[config.mk]
export PLATFORM = sky130hd
export DESIGN_NAME = hazard_forward_unit
export DESIGN_NICKNAME = d
export VERILOG_FILES = /design/src/rtl/hazard_forward_unit.sv
export SDC_FILE = /design/constraint.sdc
export NUM_CORES = 1
export LEC_CHECK = 0
export ABC_AREA = 1
export CORE_AREA = 8 8 114 116
export CTS_BUF_LIST = sky130_fd_sc_hd__clkbuf_8 sky130_fd_sc_hd__clkbuf_16
export CTS_CLUSTER_SIZE = 16
export DETAILED_ROUTE_END_ITERATION = 7
export DIE_AREA = 0 0 122 124
export PLACE_DENSITY = 0.84
export SKIP_CTS_REPAIR_TIMING = 1
export SYNTH_ARGS = -nofsm -noshare
export SYNTH_HDL_FRONTEND = slang
export SYNTH_SLANG_ARGS = --single-unit
export TNS_END_PERCENT = 5
[constraint.sdc]
create_clock -name clk -period 1.4 [get_ports clk]
set_input_delay 0.14 -clock clk [delete_from_list [all_inputs] [get_ports clk]]
set_output_delay 0.14 -clock clk [all_outputs]
set_load 0.01 [all_outputs]
[src/rtl/hazard_forward_unit.sv]
// Hazard detection and operand forwarding for the 5-stage pipeline: tracks
// destination-register info for EX/MEM/WB, resolves load-use stalls and flushes.
module hazard_forward_unit #(
  parameter int RA_W  = 5,
  parameter int CNT_W = 32
) (
  input  logic             clk,
  input  logic             rst_n,
  input  logic             id_valid,
  input  logic [RA_W-1:0]  id_rs1,
  input  logic [RA_W-1:0]  id_rs2,
  input  logic [RA_W-1:0]  id_rd,
  input  logic             id_regwrite,
  input  logic             id_memread,
  input  logic             flush,
  output logic [1:0]       forward_a,
  output logic [1:0]       forward_b,
  output logic             stall,
  output logic             pc_write,
  output logic             if_id_write,
  output logic             ex_bubble,
  output logic [CNT_W-1:0] stall_count,
  output logic [CNT_W-1:0] flush_count
);

  typedef struct packed {
    logic            valid;
    logic [RA_W-1:0] rd;
    logic            regwrite;
    logic            memread;
  } slot_t;

  slot_t            ex_q, ex_d, mem_q, mem_d, wb_q, wb_d;
  logic [RA_W-1:0]  ex_rs1_q, ex_rs1_d, ex_rs2_q, ex_rs2_d;
  logic [CNT_W-1:0] stall_cnt_q, stall_cnt_d, flush_cnt_q, flush_cnt_d;
  logic             raw_stall;

  // MEM result is newer than WB, so it wins; x0 and empty EX never forward.
  function automatic logic [1:0] fwd_sel(input logic [RA_W-1:0] rs,
                                         input slot_t ex, input slot_t mem,
                                         input slot_t wb);
    if (!ex.valid)                                                return 2'b00;
    if (mem.valid && mem.regwrite && mem.rd != '0 && mem.rd == rs) return 2'b10;
    if (wb.valid && wb.regwrite && wb.rd != '0 && wb.rd == rs)     return 2'b01;
    return 2'b00;
  endfunction

  always_comb begin
    forward_a = fwd_sel(ex_rs1_q, ex_q, mem_q, wb_q);
    forward_b = fwd_sel(ex_rs2_q, ex_q, mem_q, wb_q);
  end

  // Conservative: rs2 is compared even if the ID instruction does not read it.
  assign raw_stall = ex_q.valid && ex_q.memread && (ex_q.rd != '0) && id_valid &&
                     ((ex_q.rd == id_rs1) || (ex_q.rd == id_rs2));

  // A taken branch squashes the ID instruction anyway, so it overrides the stall.
  assign stall       = raw_stall && !flush;
  assign ex_bubble   = stall || flush;
  assign pc_write    = !stall;
  assign if_id_write = !stall;
  assign stall_count = stall_cnt_q;
  assign flush_count = flush_cnt_q;

  // NOTE: every always_comb output gets a default first so no latch is inferred.
  always_comb begin
    ex_d     = '0;
    ex_rs1_d = '0;
    ex_rs2_d = '0;
    if (!ex_bubble) begin
      ex_d.valid    = id_valid;
      ex_d.rd       = id_rd;
      ex_d.regwrite = id_regwrite;
      ex_d.memread  = id_memread;
      ex_rs1_d      = id_rs1;
      ex_rs2_d      = id_rs2;
    end
    mem_d       = ex_q;
    wb_d        = mem_q;
    stall_cnt_d = stall ? stall_cnt_q + CNT_W'(1) : stall_cnt_q;
    flush_cnt_d = flush ? flush_cnt_q + CNT_W'(1) : flush_cnt_q;
  end

  // NOTE: state updates use non-blocking assignments so every register samples
  // the pre-edge values; the synchronous reset overrides all inputs.
  always_ff @(posedge clk) begin
    if (!rst_n) begin
      ex_q        <= '0;
      mem_q       <= '0;
      wb_q        <= '0;
      ex_rs1_q    <= '0;
      ex_rs2_q    <= '0;
      stall_cnt_q <= '0;
      flush_cnt_q <= '0;
    end else begin
      ex_q        <= ex_d;
      mem_q       <= mem_d;
      wb_q        <= wb_d;
      ex_rs1_q    <= ex_rs1_d;
      ex_rs2_q    <= ex_rs2_d;
      stall_cnt_q <= stall_cnt_d;
      flush_cnt_q <= flush_cnt_d;
    end
  end

endmodule
==> After elaboration in Yosys (flattened, before gate mapping) <==
Cells that the tools add are included.
{ "classes": {"add_sub_neg": 2, "n_eq_ne": 6, "n_mux": 21, "bitwise": 1, "reduce_logical": 21} }
{ "op_table": {"columns": ["op", "count"], "rows": [
  ["adder 32 x 1 -> 32 bit, second input constant", 2],
  ["equality test 5 bit", 6],
  ["two-way mux 2 bit", 11],
  ["nonzero test 5 bit", 3],
  ["logical AND 1 bit", 13],
  ["two-way mux 1 bit", 10],
  ["zero test 1 bit", 2],
  ["logical OR 1 bit", 2],
  ["OR reduction 2 bit", 1],
  ["inverter 1 bit", 1]
]} }
{ "word_totals": {"ff_bits": 96, "input_bits": 21, "word_cells": 65} }

==> Longest topological paths before layout <==
Gate-level depths: netlist of run 1.
{ "depth": {"ltp_word": 10, "depth_mapped": 11} }

==> Worst setup path before layout of run 1 <==
OpenSTA, ideal clock, no wires.
{ "synth_path": {"path_type": "register to register", "from": "reg stall_cnt_q[1] (netlist: stall_count[1])", "to": "reg stall_cnt_q[18] (netlist: stall_count[18])", "setup_ns": 0.116, "arrival_ns": 1.408, "t_required_ns": 1.284, "slack_ns": -0.124, "stages_incl_launch_ff": 9, "period_less_slack_ns": 1.524, "path_cell_list": "dfxtp_1 ha_1 nand3_1 inv_2 nand4_1 nor2_1 nand3_1 o21ai_0 nor2_1"} }
{ "synth_between": {"elab_chain_len": 1} }
{ "synth_rtl": {"columns": ["element", "line_no", "rtl"], "rows": [
  ["start: declaration", "35", "logic [CNT_W-1:0] stall_cnt_q, stall_cnt_d, flush_cnt_q, flush_cnt_d;"],
  ["start signal: assignment", "101", "stall_cnt_q <= stall_cnt_d;"],
  ["adder 32 x 1 -> 32 bit", "80", "stall_cnt_d = stall ? stall_cnt_q + CNT_W'(1) : stall_cnt_q;"]
]} }
No other way between the ends.
A chain may end at the register's enable or synchronous reset.

==> Final worst setup path of run 1 <==
{ "layout_path": {"from": "reg mem_q[2] (netlist bit)", "to": "out forward_a[1]"} }
{ "layout_between": {"elab_chain_len": 8, "elab_cells_between_ends": 11, "classes_between": "1 x eq/ne; 7 x mux; 3 x reduce/logical"} }
{ "layout_rtl": {"columns": ["element", "line_no", "rtl"], "rows": [
  ["start: declaration", "33", "slot_t ex_q, ex_d, mem_q, mem_d, wb_q, wb_d;"],
  ["start signal: assignment", "97", "mem_q <= mem_d;"],
  ["nonzero test 5 bit", "43", "if (mem.valid && mem.regwrite && mem.rd != '0 && mem.rd == rs) return 2'b10;"],
  ["logical AND 1 bit", "43", null],
  ["logical AND 1 bit *", "43", null],
  ["two-way mux 2 bit", "43", null],
  ["two-way mux 2 bit", "44", "if (wb.valid && wb.regwrite && wb.rd != '0 && wb.rd == rs) return 2'b01;"],
  ["two-way mux 2 bit", "45", "return 2'b00;"],
  ["two-way mux 2 bit *", "44", null],
  ["two-way mux 2 bit *", "43", null],
  ["end: declaration", "16", "output logic [1:0] forward_a,"]
]} }
Mark *: on every way between the ends. The rest lies on a longest branch, timed or not. The select of a mux whose other input is x is not followed.

==> impl_results.md, run 1 <==
* Outcome: complete, but fails checks
* Failing checks: setup timing
* Drc violations at 0
* Leak at 4.588 nW
* Commonest cells after routing, fill and taps aside: nand2_1, inv_1, buf_4
* Number of global-route vias before repair at 5473
* Global routing usage on met2 at 35.43%
* Post-DR wirelength/cell at 13.50 um
* Slew margin rel. at 72.80%
* Area post-placement at 7221 sq um
* Final Worst Setup Slack at -0.2783 ns
* Final Instance Area at 8001 sq um
* Min Clock Period, post-route at 1.678 ns
* Final setup viols at 59
* Met1 Track Usage GR at 23.21%
* Commonest non-fill, non-tap cell in the layout: nand2_1
* Met3 usage at 3.173%
* Drt via density at 4.995
* Worst path arrival time at 1.54 ns
* Post-synthesis register bit count at 96
* WHS Endpoint: flush_count[6]
* Drt initial violations at 376
* R2r endpoint: stall_count[18]
* Total CTS buffers at 9
* Placer Congestion at 0.9166
* Worst skew pair latency at 0.35 ns
* Clock skew at 0.006124 ns
* # IOs at 93
* Die W at 122 um
* Fin cells at 1182
* Worst Path Class, Setup: register to output pin
* Crit start category: register
* GRT overflow at 0
* CP cell instances: xnor2_1 -> nand4_1 -> nor2_1 -> nand2_2 -> buf_6 -> nor2_4 -> buf_6
* CTS tree: yes
* Die ar. at 15130 sq um
* Site Rows at 39
* Max-cap viol count at 0
* Period Utilization, post-route at 119.9%
* Layout Utilization at 71.60%
* Detailed Place HPWL at 11.51 mm
* Footprint of the multi-input gates at 2918 sq um
* Initial antenna violation count at 0
* Distinct cells, synth at 35
* Crit path max fanout at 4
* Hold Startpoint: rst_n
* Register Area at 2027 sq um
* Kind of end point of the critical path: output pin
* Core footprint at 11170 sq um
* Slowest cell delay on critical path at 0.35 ns
* Largest vdd supply drop at 0.5765 mV
* Die span in y at 124 um
* Post-Place Cells at 1166
* # diodes at 0
* Initial Util at 46.66%
* Cell area power density at 706.2 nW/um^2
* Total Nets Final at 1057
* CTS Root Buffer Type: clkbuf_16
* Synthesis-to-layout area growth at 53.47%
* Hold WC Path Type: input port to register
* Hold depth at 3
* Synth Area per Inst at 6.358 sq um
* CP dominant cell by count: buf_6
* WP data required at 1.26 ns
* Worst-margin pin slew at 0.4048 ns
* Busiest layer in global routing: met2
* Largest net degree at the start of global routing at 31
* First-pass GRT wire length at 24.49 mm
* RR Startpoint: stall_count[0]
* Share of cells above drive strength 1 at 29.84%
* Cells on worst reg2reg path at 8
* Antenna viol nets, final at 0
* # fillers at 839
* Syn_nets at 843
* Setup TNS at -4.662 ns
* CTS H-Tree Depth at 3
* Post-Synthesis Cells at 820
* Slowest cell on crit path: dfxtp_2
* RSZ-0062 raised after global routing: yes
* Port bufs at 92
* Tot GR Track Use at 19.90%
* Cell Area, Synth at 5214 sq um
* Fin. max-slew vios at 0
* Register area share after synthesis at 36.86%
* R2r setup slk at -0.20 ns
* Sink Count at 96
* CTS Buffer Depth at 2
* Routed wire length at 15.96 mm
* Clk slew on worst S/H paths at 0.07 ns
* Fmax at 0.5959 GHz
* Drt first pass iters at 7
* Yosys warning count at 0
* Final-report hold violation count at 0
* Vias at 5904
==> registers in the layout, indices dropped and copies added (netlist names) <==
| signal | cells |
|---|---|
| ex_q | 8 |
| ex_rs1_q | 5 |
| ex_rs2_q | 5 |
| flush_count | 32 |
| mem_q | 7 |
| stall_count | 32 |
| wb_q | 7 |
==> final cells by class <==
cell class	count	area share (%)
multi-input combinational	554	36.47
sequential	96	25.33
clock buffer	9	2.815
tap	143	2.236
clock inverter	7	0.7975
timing repair buffer	222	25.27
inverter	151	7.084
==> layer usage <==
| layer | vias to the layer above | share of wire (%) | routed length, um |
|---|---|---|---|
| li1 | 2971 | - | - |
| met3 | 28 | 6.6 | 1051 |
| met4 | 0 | 1.7 | 267 |
| met2 | 215 | 50 | 8025 |
| met1 | 2690 | 41 | 6617 |
| met5 | - | 0 | 0 |
==> synth_stat cells (all sizes together) <==
master	instances	area (sq um)
ha	2	25.02
clkbuf	6	22.52
or2	2	12.51
nand4	25	156.4
a31oi	2	12.51
inv	150	563.0
o21ai	33	165.2
nor3	26	130.1
dfxtp	96	1922
a21oi	19	95.09
xnor2	14	122.6
xor2	12	105.1
clkinv	1	3.750
nor3b	2	20.02
nand3b	2	15.01
and2	1	6.260
a211oi	1	7.510
nor2	150	600.6
a22o	1	8.760
buf	13	90.08
nand2	193	747.0
nand3	67	370.4
nor4	2	12.51
==> critical path: cells and delay by family (launching register included) <==
kind / cells / cell delay (ns)
flip-flops: 1 / 0.35
AND/OR/NAND/NOR: 4 / 0.45
XOR/XNOR: 1 / 0.19
buffers and inverters: 2 / 0.21
==> report_power, final <==
group	switching, mW	total (mW)	internal (mW)	leakage (nW)
Clock	1.05	2.42	1.37	0.148
Sequential	0.0415	2.79	2.75	0.808
Combinational	0.225	0.440	0.215	3.63
==> worst max path at each step <==
stage / from / slack (ns) / end / depth (start not counted)
after global routing: mem_q[2] / -0.39 / forward_a[1] / 7
after global placement: id_rs1[4] / -0.55 / stall / 10
after floorplan: flush_count[8] / -0.003 / flush_count[31] / 9
final: mem_q[2] / -0.28 / forward_a[1] / 7
after detailed placement: id_rs1[4] / -0.58 / stall_count[5] / 11
after CTS: ex_q[6] / -0.76 / stall / 9
==> kinds of logic (layout without fill, tap and decap cells) <==
logic type	count (synthesis)	in the layout	share of synthesized area, %
XOR/XNOR	26	26	4.368
buffers and inverters	170	389	13.03
AO/OA/AOI/OAI	56	56	5.544
flip-flops	96	96	36.86
AND/OR/NAND/NOR	470	470	39.72
adder cells (fa/ha/maj)	2	2	0.4799
==> metrics by stage <==
stage	power (mW)	hold WS (ns)	setup slack [ns]
floorplan	3.070	0.2522	-0.002701
global placement	3.251	0.3931	-0.5498
detailed placement	3.261	0.4005	-0.5839
CTS	5.665	0.1348	-0.7632
global route	5.865	0.1573	-0.3865
finish	5.651	0.1475	-0.2783
No activity file was read; power rests on OpenSTA's default activity.
==> run 2, diff against run 1 <==
--- a/config.mk
+++ b/config.mk
@@ -13,6 +13,7 @@
 export DIE_AREA = 0 0 122 124
 export PLACE_DENSITY = 0.84
 export SKIP_CTS_REPAIR_TIMING = 1
+export SLEW_MARGIN = 20
 export SYNTH_ARGS = -nofsm -noshare
 export SYNTH_HDL_FRONTEND = slang
 export SYNTH_SLANG_ARGS = --single-unit
==> results of run 2 <==
The final DEF is identical to that of run 1; final timing and power are the same.
